===== src/rtl/uart_tx_arb.sv =====
// rtl/uart_tx_arb.sv - round-robin arbiter sharing one uart_tx among NUM_REQ byte-stream requesters
// Grants are held across multi-byte packets until a last byte or a lock timeout.
module uart_tx_arb #(
  parameter int NUM_REQ = 4,
  parameter int LOCK_TO = 16
) (
  input  logic                 clk,
  input  logic                 rst_n,
  input  logic [NUM_REQ-1:0]   req,
  input  logic [8*NUM_REQ-1:0] req_data,
  input  logic [NUM_REQ-1:0]   req_last,
  output logic [NUM_REQ-1:0]   ack,
  output logic [NUM_REQ-1:0]   grant,
  output logic                 busy,
  output logic                 strt_tx,
  output logic [7:0]           tx_data,
  input  logic                 tx_done
);

  localparam int PW = (NUM_REQ > 1) ? $clog2(NUM_REQ) : 1;
  localparam int CW = $clog2(LOCK_TO + 1);
  localparam logic [NUM_REQ-1:0] ONE = 1;

  typedef enum logic [1:0] {IDLE, START, WAIT, LOCK} state_t;

  state_t          state;
  logic [PW-1:0]   rr_ptr;
  logic [PW-1:0]   g_idx;
  logic [CW-1:0]   lock_cnt;
  logic            tx_done_q;
  logic            last_q;

  logic            pick_vld;
  logic [PW-1:0]   pick_idx;
  logic [PW-1:0]   scan;
  logic [PW-1:0]   next_ptr;
  logic            done_rise;

  // Completion is only a fresh rising edge; a stale high level never counts.
  assign done_rise = tx_done & ~tx_done_q;
  assign next_ptr  = (g_idx == PW'(NUM_REQ - 1)) ? '0 : g_idx + PW'(1);

  always_comb begin
    pick_vld = 1'b0;
    pick_idx = '0;
    scan     = '0;
    for (int i = 0; i < NUM_REQ; i++) begin
      scan = PW'((int'(rr_ptr) + i) % NUM_REQ);
      if (!pick_vld && req[scan]) begin
        pick_vld = 1'b1;
        pick_idx = scan;
      end
    end
  end

  always_ff @(posedge clk) begin
    if (!rst_n) begin
      state     <= IDLE;
      grant     <= '0;
      ack       <= '0;
      strt_tx   <= 1'b0;
      tx_data   <= 8'h00;
      busy      <= 1'b0;
      rr_ptr    <= '0;
      g_idx     <= '0;
      lock_cnt  <= '0;
      tx_done_q <= 1'b0;
      last_q    <= 1'b0;
    end else begin
      tx_done_q <= tx_done;
      strt_tx   <= 1'b0;
      ack       <= '0;
      case (state)
        IDLE: begin
          if (pick_vld) begin
            g_idx   <= pick_idx;
            grant   <= ONE << pick_idx;
            ack     <= ONE << pick_idx;
            tx_data <= req_data[{pick_idx, 3'b000} +: 8];
            last_q  <= req_last[pick_idx];
            strt_tx <= 1'b1;
            busy    <= 1'b1;
            state   <= START;
          end
        end
        START: state <= WAIT;
        WAIT: begin
          if (done_rise) begin
            if (last_q) begin
              grant  <= '0;
              busy   <= 1'b0;
              rr_ptr <= next_ptr;
              state  <= IDLE;
            end else begin
              lock_cnt <= '0;
              state    <= LOCK;
            end
          end
        end
        LOCK: begin
          // A pending owner byte beats an expiring timeout.
          if (req[g_idx]) begin
            tx_data  <= req_data[{g_idx, 3'b000} +: 8];
            last_q   <= req_last[g_idx];
            strt_tx  <= 1'b1;
            ack      <= grant;
            lock_cnt <= '0;
            state    <= START;
          end else if (lock_cnt == CW'(LOCK_TO - 1)) begin
            grant  <= '0;
            busy   <= 1'b0;
            rr_ptr <= next_ptr;
            state  <= IDLE;
          end else begin
            lock_cnt <= lock_cnt + CW'(1);
          end
        end
        default: state <= IDLE;
      endcase
    end
  end

endmodule


===== config.mk =====
export PLATFORM = sky130hd
export DESIGN_NAME = uart_tx_arb
export DESIGN_NICKNAME = d
export VERILOG_FILES = /design/src/rtl/uart_tx_arb.sv
export SDC_FILE = /design/constraint.sdc
export NUM_CORES = 1
export LEC_CHECK = 0
export ABC_AREA = 0
export BUFFER_PORTS_ARGS = -buffer_cell sky130_fd_sc_hd__buf_2
export CAP_MARGIN = 20
export CORE_MARGIN = 2
export CORE_UTILIZATION = 56
export DETAILED_ROUTE_END_ITERATION = 8
export HOLD_SLACK_MARGIN = 0.05
export PLACE_DENSITY_LB_ADDON = 0.05
export SETUP_SLACK_MARGIN = 0.05
export SLEW_MARGIN = 20
export SYNTH_ARGS = -nofsm -noshare
export SYNTH_HDL_FRONTEND = slang
export SYNTH_SLANG_ARGS = --single-unit

===== constraint.sdc =====
create_clock -name clk -period 4.4 [get_ports clk]
set_input_delay 0.66 -clock clk [delete_from_list [all_inputs] [get_ports clk]]
set_output_delay 0.66 -clock clk [all_outputs]
set_load 0.1 [all_outputs]

==> Word level (Yosys, flattened, before mapping) <==
Cells that the tools add are included.
{ "word_totals": {"out_inout_bits": 18, "register_bits": 31, "elab_cells": 120, "inputBits": 43} }
{ "classes": {"magnitude_cmp": 6, "bitwise": 2, "addsub": 5, "shifts": 3, "reduce_logical": 16, "eq_ne": 14, "muxes": 63} }
{ "op_table": {"columns": ["op", "count"], "rows": [
  ["indexed part select 32 x 6 -> 8 bit", 2],
  ["two-way mux 2 bit", 14],
  ["two-way mux 4 bit", 7],
  ["two-way mux 1 bit", 20],
  ["two-way mux 5 bit", 4],
  ["less-than comparator 2 x 3 -> 1 bit (second input constant)", 6],
  ["two-way mux 8 bit", 2],
  ["case mux 8 bit (2 select lines)", 1],
  ["binary-select mux 1 bit (select 2 bit)", 7],
  ["!= test 2 bit (second input constant)", 7],
  ["case mux 4 bit (3 select lines)", 1],
  ["case mux 5 bit (2 select lines)", 1],
  ["case mux 2 bit (4 select lines)", 1],
  ["case mux 4 bit (2 select lines)", 1],
  ["equality test 2 bit (second input constant)", 3],
  ["!= test 3 bit (second input constant)", 2],
  ["AND reduction 3 bit", 2],
  ["AND reduction 6 bit", 1],
  ["adder 5 x 1 -> 5 bit (second input constant)", 1],
  ["equality test 5 x 4 -> 1 bit (second input constant)", 1],
  ["AND reduction 5 bit", 1],
  ["adder 2 x 1 -> 2 bit (second input constant)", 2],
  ["adder 2 bit (second input constant)", 2],
  ["case mux 1 bit (2 select lines)", 2],
  ["other kinds (13)", 18]
]} }

==> Longest topological paths before layout <==
{ "depth": {"word_depth": 16, "depth_mapped": 9, "mapped_depth_nobuf": 9} }

==> Worst setup path after synthesis <==
OpenSTA, ideal clock, no wires.
{ "synth_path": {"path_kind": "in2reg", "from": "input req[2]", "to": "register grant[2]", "path_stages": 6, "path_slack_ns": 2.332, "arrival_ns": 1.997, "setup_time_ns": 0.071, "required_ns": 4.329, "n_path_buf": 0, "path_cell_list": "mux2_4 -> or2_4 -> o211ai_4 -> nand3_4 -> or4b_1 -> a21oi_1"} }
{ "synth_between": {"elab_chain_len": 15, "elab_cells_between_ends": 30, "cone_classes": "eq/ne (2); shift (1); mux (20); reduce/logical (7)"} }
{ "synth_rtl": {"columns": ["item", "line", "source"], "rows": [
  ["start, declared", "9", "input logic [NUM_REQ-1:0] req,"],
  ["binary-select mux 1 bit (select 2 bit)", "49", "if (!pick_vld && req[scan]) begin"],
  ["two-way mux 1 bit (not written as such)", "49", null],
  ["two-way mux 1 bit", "49", null],
  ["logical NOT 1 bit", "49", null],
  ["logical AND 1 bit", "49", null],
  ["two-way mux 1 bit", "49", null],
  ["logical NOT 1 bit", "49", null],
  ["logical AND 1 bit", "49", null],
  ["two-way mux 1 bit", "49", null],
  ["logical NOT 1 bit", "49", null],
  ["logical AND 1 bit", "49", null],
  ["two-way mux 2 bit", "49", null],
  ["left shift 1 x 2 -> 4 bit", "77", "grant <= ONE << pick_idx;"],
  ["two-way mux 4 bit", "75", "if (pick_vld) begin"],
  ["case mux 4 bit (3 select lines)", "73", "case (state)"],
  ["end signal, assigned", "77", null],
  ["end, declared", "13", "output logic [NUM_REQ-1:0] grant,"]
]} }
Parallel ways exist; a longest one is shown, timed or not. The select of a mux whose other input is x is not followed.
A chain may end at the register's enable or synchronous reset.

==> Worst setup path after layout <==
{ "layout_path": {"from": "register state[0]", "to": "register tx_data[7]"} }
{ "layout_between": {"elab_chain_len": 3, "elab_cells_between_ends": 7, "cone_classes": "eq/ne (3); mux (1); reduce/logical (3)"} }
{ "layout_rtl": {"columns": ["item", "line", "source"], "rows": [
  ["start, declared", "26", "state_t state;"],
  ["start signal, assigned", "58", "state <= IDLE;"],
  ["start signal, assigned", "83", "state <= START;"],
  ["start signal, assigned", "86", "START: state <= WAIT;"],
  ["equality test 2 bit or logical NOT 2 bit (tied branches)", "73", null],
  ["!= test 2 bit (no source line) or nonzero test 2 bit (tied branches)", null, null],
  ["AND reduction 3 bit (no source line)", null, null],
  ["end signal, assigned", "79", "tx_data <= req_data[{pick_idx, 3'b000} +: 8];"],
  ["end signal, assigned", "103", "tx_data <= req_data[{g_idx, 3'b000} +: 8];"],
  ["end, declared", "16", "output logic [7:0] tx_data,"]
]} }
Parallel ways exist; a longest one is shown, timed or not.

==> qor.log <==
[outcome] result of the run finished clean
[die] die outline width 64.8 um
[die] Vert. Die Dim 64.8 um
[finish] total area of sequential cells 621 um2
[setup_path] Critical Path Sink Type flop
[sta] Post-Route Hold Slack 467 ps
[setup_path] reg2reg setup slack 1690 ps
[placed_design] routability congestion estimate 0.814
[finish] layout cell share with drive strength beyond 1 0.251
[synth] proportion of register bits with asynchronous set or reset after synthesis 0
[cts] clock-pin slew of the registers on the worst-case setup and hold paths 70 ps
[setup_path] Max stage delay on crit path 730 ps
[setup_path] WP data required 4610 ps
[sta] # setup viols final 0
[setup_path] critical path's slowest cell ha_1
[route] DRT antenna net count 0
[sta] slew at the pin closest to its max-slew limit 823 ps
[die] Die Area 0.00420 mm2
[route] final routed wirelength across all metal layers 5.33 mm
[setup_path] kind of critical path reg2reg
[route] First DRT Iteration DRCs 86
[synth] number of flops mapped to enable cells by yosys 0
[finish] layout net count 358
[cts] CTS buffer count 5
[cts] buffers inserted during post-CTS setup optimization 0
[cts] maximum count of clock buffers along a single path 2
[cts] clock network latency to the later pin of the worst-skew pair 280 ps
[grt] largest net degree at the start of global routing 28
[route] Via-to-Cell Ratio 5.91
[setup_path] critical path, cell by cell ha_1 > nand2_1 > o22ai_2 > nor2_1 > o21ai_1 > o2bb2ai_1 > a21oi_1
[finish] fill cell instance count of the final layout 325
[setup_path] Critical Path Source Type flop
[die] effective utilization at floorplan 0.574
[power_and_ir_drop] worst ir drop on vdd 0.520 mV
[synth] count of state elements after synthesis 31
[grt] wire length of the first global-routing pass 8.47 mm
[finish] total area of multi-input combinational cells 0.00136 mm2
[synth] number of standard cells after synthesis 252
[flow_run] max-cap check violation count 0
[sta] Final period util 0.616
[placed_design] Port-buffer cells 60
[route] detail-routed net length per standard cell 15.0 um
[setup_path] worst path buffer plus inverter count 0
[die] Placement Rows 22
[die] floorplan core area 0.00361 mm2
[route] vias post-DR 2098
[synth] post-synthesis cell type count 51
[sta] clock skew after layout 3.11 ps
[sta] minimum clock period after layout 2710 ps
[placed_design] post-placement cell count 348
[synth] synthesized cell area 0.00207 mm2
[finish] total inserted antenna cells 0
[grt] number of antenna violations at the first check in global routing 0
[finish] number of cells in the finished layout apart from fillers 355
[sta] maximum frequency from static timing analysis 369 MHz
[synth] syn_area_per_cell 8.21 um2
[grt] overall global routing resource usage 0.262
[route] post-detailed-route DRC marker count 0
[power_and_ir_drop] power density of the placed cells 724 mW/mm2
[placed_design] final HPWL from detailed placement 3.89 mm
[sta] Hold Violations, Final 0
[setup_path] data arrival time of the critical path 2920 ps
[synth] Syn Nets 303
[route] first-pass iteration count of the detailed router 4
[synth] part of the Yosys area used for sequential elements 0.300
[setup_path] Top Family by Delay on Critical Path compound AO/OA/AOI/OAI gates
[sta] TNS Setup 0 ps
[sta] count of pins over their slew limit 0
[cts] cts hold-fix bufs 0
[hold_path] Tightest Hold Check Type reg2reg
[cts] sinks on the clock net 31
[cts] Resize count post-CTS 0
[sta] worst slew margin relative to its limit 0.451
[grt] via count of the first global-routing pass 1784
[grt] final global-route overflow total 0
[synth] yosys synthesis warning count 0
[cts] clock tree root buffer cell clkbuf_8
[synth] primary flip-flop cell chosen by synthesis mapping dfxtp_1
[die] top-level I/O count 61
[setup_path] peak fanout along the critical path 27
[finish] growth of design area from synthesis to finish 19.1%
[cts] CTS H-tree lvls 2
[sta] unrepaired setup endpoints after global routing no
[cts] clock tree from TritonCTS done
[power_and_ir_drop] Lkg Pwr 1.05 nW
==> kinds of logic after synthesis <==
family | count (synthesis) | synth area share
flip-flops | 31 | 0.300
adder cells (fa/ha/maj) | 8 | 0.0484
AND/OR/NAND/NOR | 84 | 0.217
multiplexers | 17 | 0.0926
buffers and inverters | 22 | 0.0442
AO/OA/AOI/OAI | 90 | 0.298
==> registers in the layout, indices dropped and copies added (netlist names) <==
signal,cells
busy,1
g_idx,2
tx_done_q,1
strt_tx,1
last_q,1
ack,4
tx_data,8
grant,4
lock_cnt,5
state,2
rr_ptr,2
==> cells in the final DEF (no fill, tap or decap), types with 5 or more instances in the layout <==
cell type	n
a21oi_1	23
a22oi_1	5
buf_2	60
clkbuf_8	6
dfxtp_1	31
ha_1	8
inv_1	10
mux2i_1	12
nand2_1	16
nand2b_1	5
nor2_1	24
nor3_1	5
o21ai_0	22
o2bb2ai_1	8
o311ai_0	8
or3_1	11
==> path summary, 6_finish.rpt <==
check,startpoint,end,cells after the start
max,state[0],tx_data[7],7
min reg2reg,grant[0],grant[0],2
min,grant[0],grant[0],2
max reg2reg,state[0],tx_data[7],7
==> layer usage <==
metal  vias up  share of wire  global-route usage
li1       1061              -                   -
met1       965           0.46               0.364
met2        66           0.46               0.401
met3         6          0.071              0.0521
met4         0          0.011              0.0931
met5         -              0                   0
==> area by class of cell <==
| cell class | count | area share |
|---|---|---|
| clock buffers | 6 | 0.0335 |
| well taps | 48 | 0.0244 |
| inverters | 10 | 0.0152 |
| repair buffers | 60 | 0.122 |
| flip-flops and latches | 31 | 0.252 |
| clock inverters | 1 | 0.00203 |
| multi-input cells | 199 | 0.551 |
==> stage by stage <==
step	power [mW]	setup WS, ps	instance area, um2	util
2_1_floorplan	1.36	2330	2070	-
3_3_place_gp	1.55	1840	2370	0.659
3_5_place_dp	1.55	1750	2370	0.659
4_1_cts	1.78	1720	2460	0.683
5_1_grt	1.89	1420	2460	0.683
6_report	1.78	1690	2460	0.683
==> where the power goes <==
group / switching, mW / total, mW / internal (mW)
registers: 0.0701 / 0.439 / 0.369
logic: 0.829 / 1.12 / 0.288
clock network: 0.104 / 0.226 / 0.123
==> Yosys cell counts, types with 2 or more instances <==
cell type   n  area (um2)
and2_1      3        18.8
o21a_1      2        15.0
nand2b_1    5        31.3
a21oi_1    23         115
nand2_1    16        60.1
o21ai_0    22         110
a32oi_1     3        26.3
inv_1      10        37.5
mux2_2      2        22.5
a21o_1      2        15.0
nor2b_1     4        25.0
o311ai_0    8        70.1
mux2i_1    12         120
or3_1      11        68.8
a22oi_1     5        37.5
nand3b_1    2        15.0
clkbuf_1   10        37.5
o221ai_1    2        17.5
dfxtp_1    31         621
nor3_1      5        25.0
nand3_1     2        10.0
ha_1        8         100
o211ai_1    2        15.0
a211oi_1    3        22.5
o2bb2ai_1   8        70.1
and3_1      3        18.8
nor2_1     24        90.1
==> worst min-delay path, stage by stage, from the launching register on <==
cell and delay, ps:
dfxtp_1 320, nand2_1 50, a21oi_1 50
No activity file was read; power rests on OpenSTA's default activity.
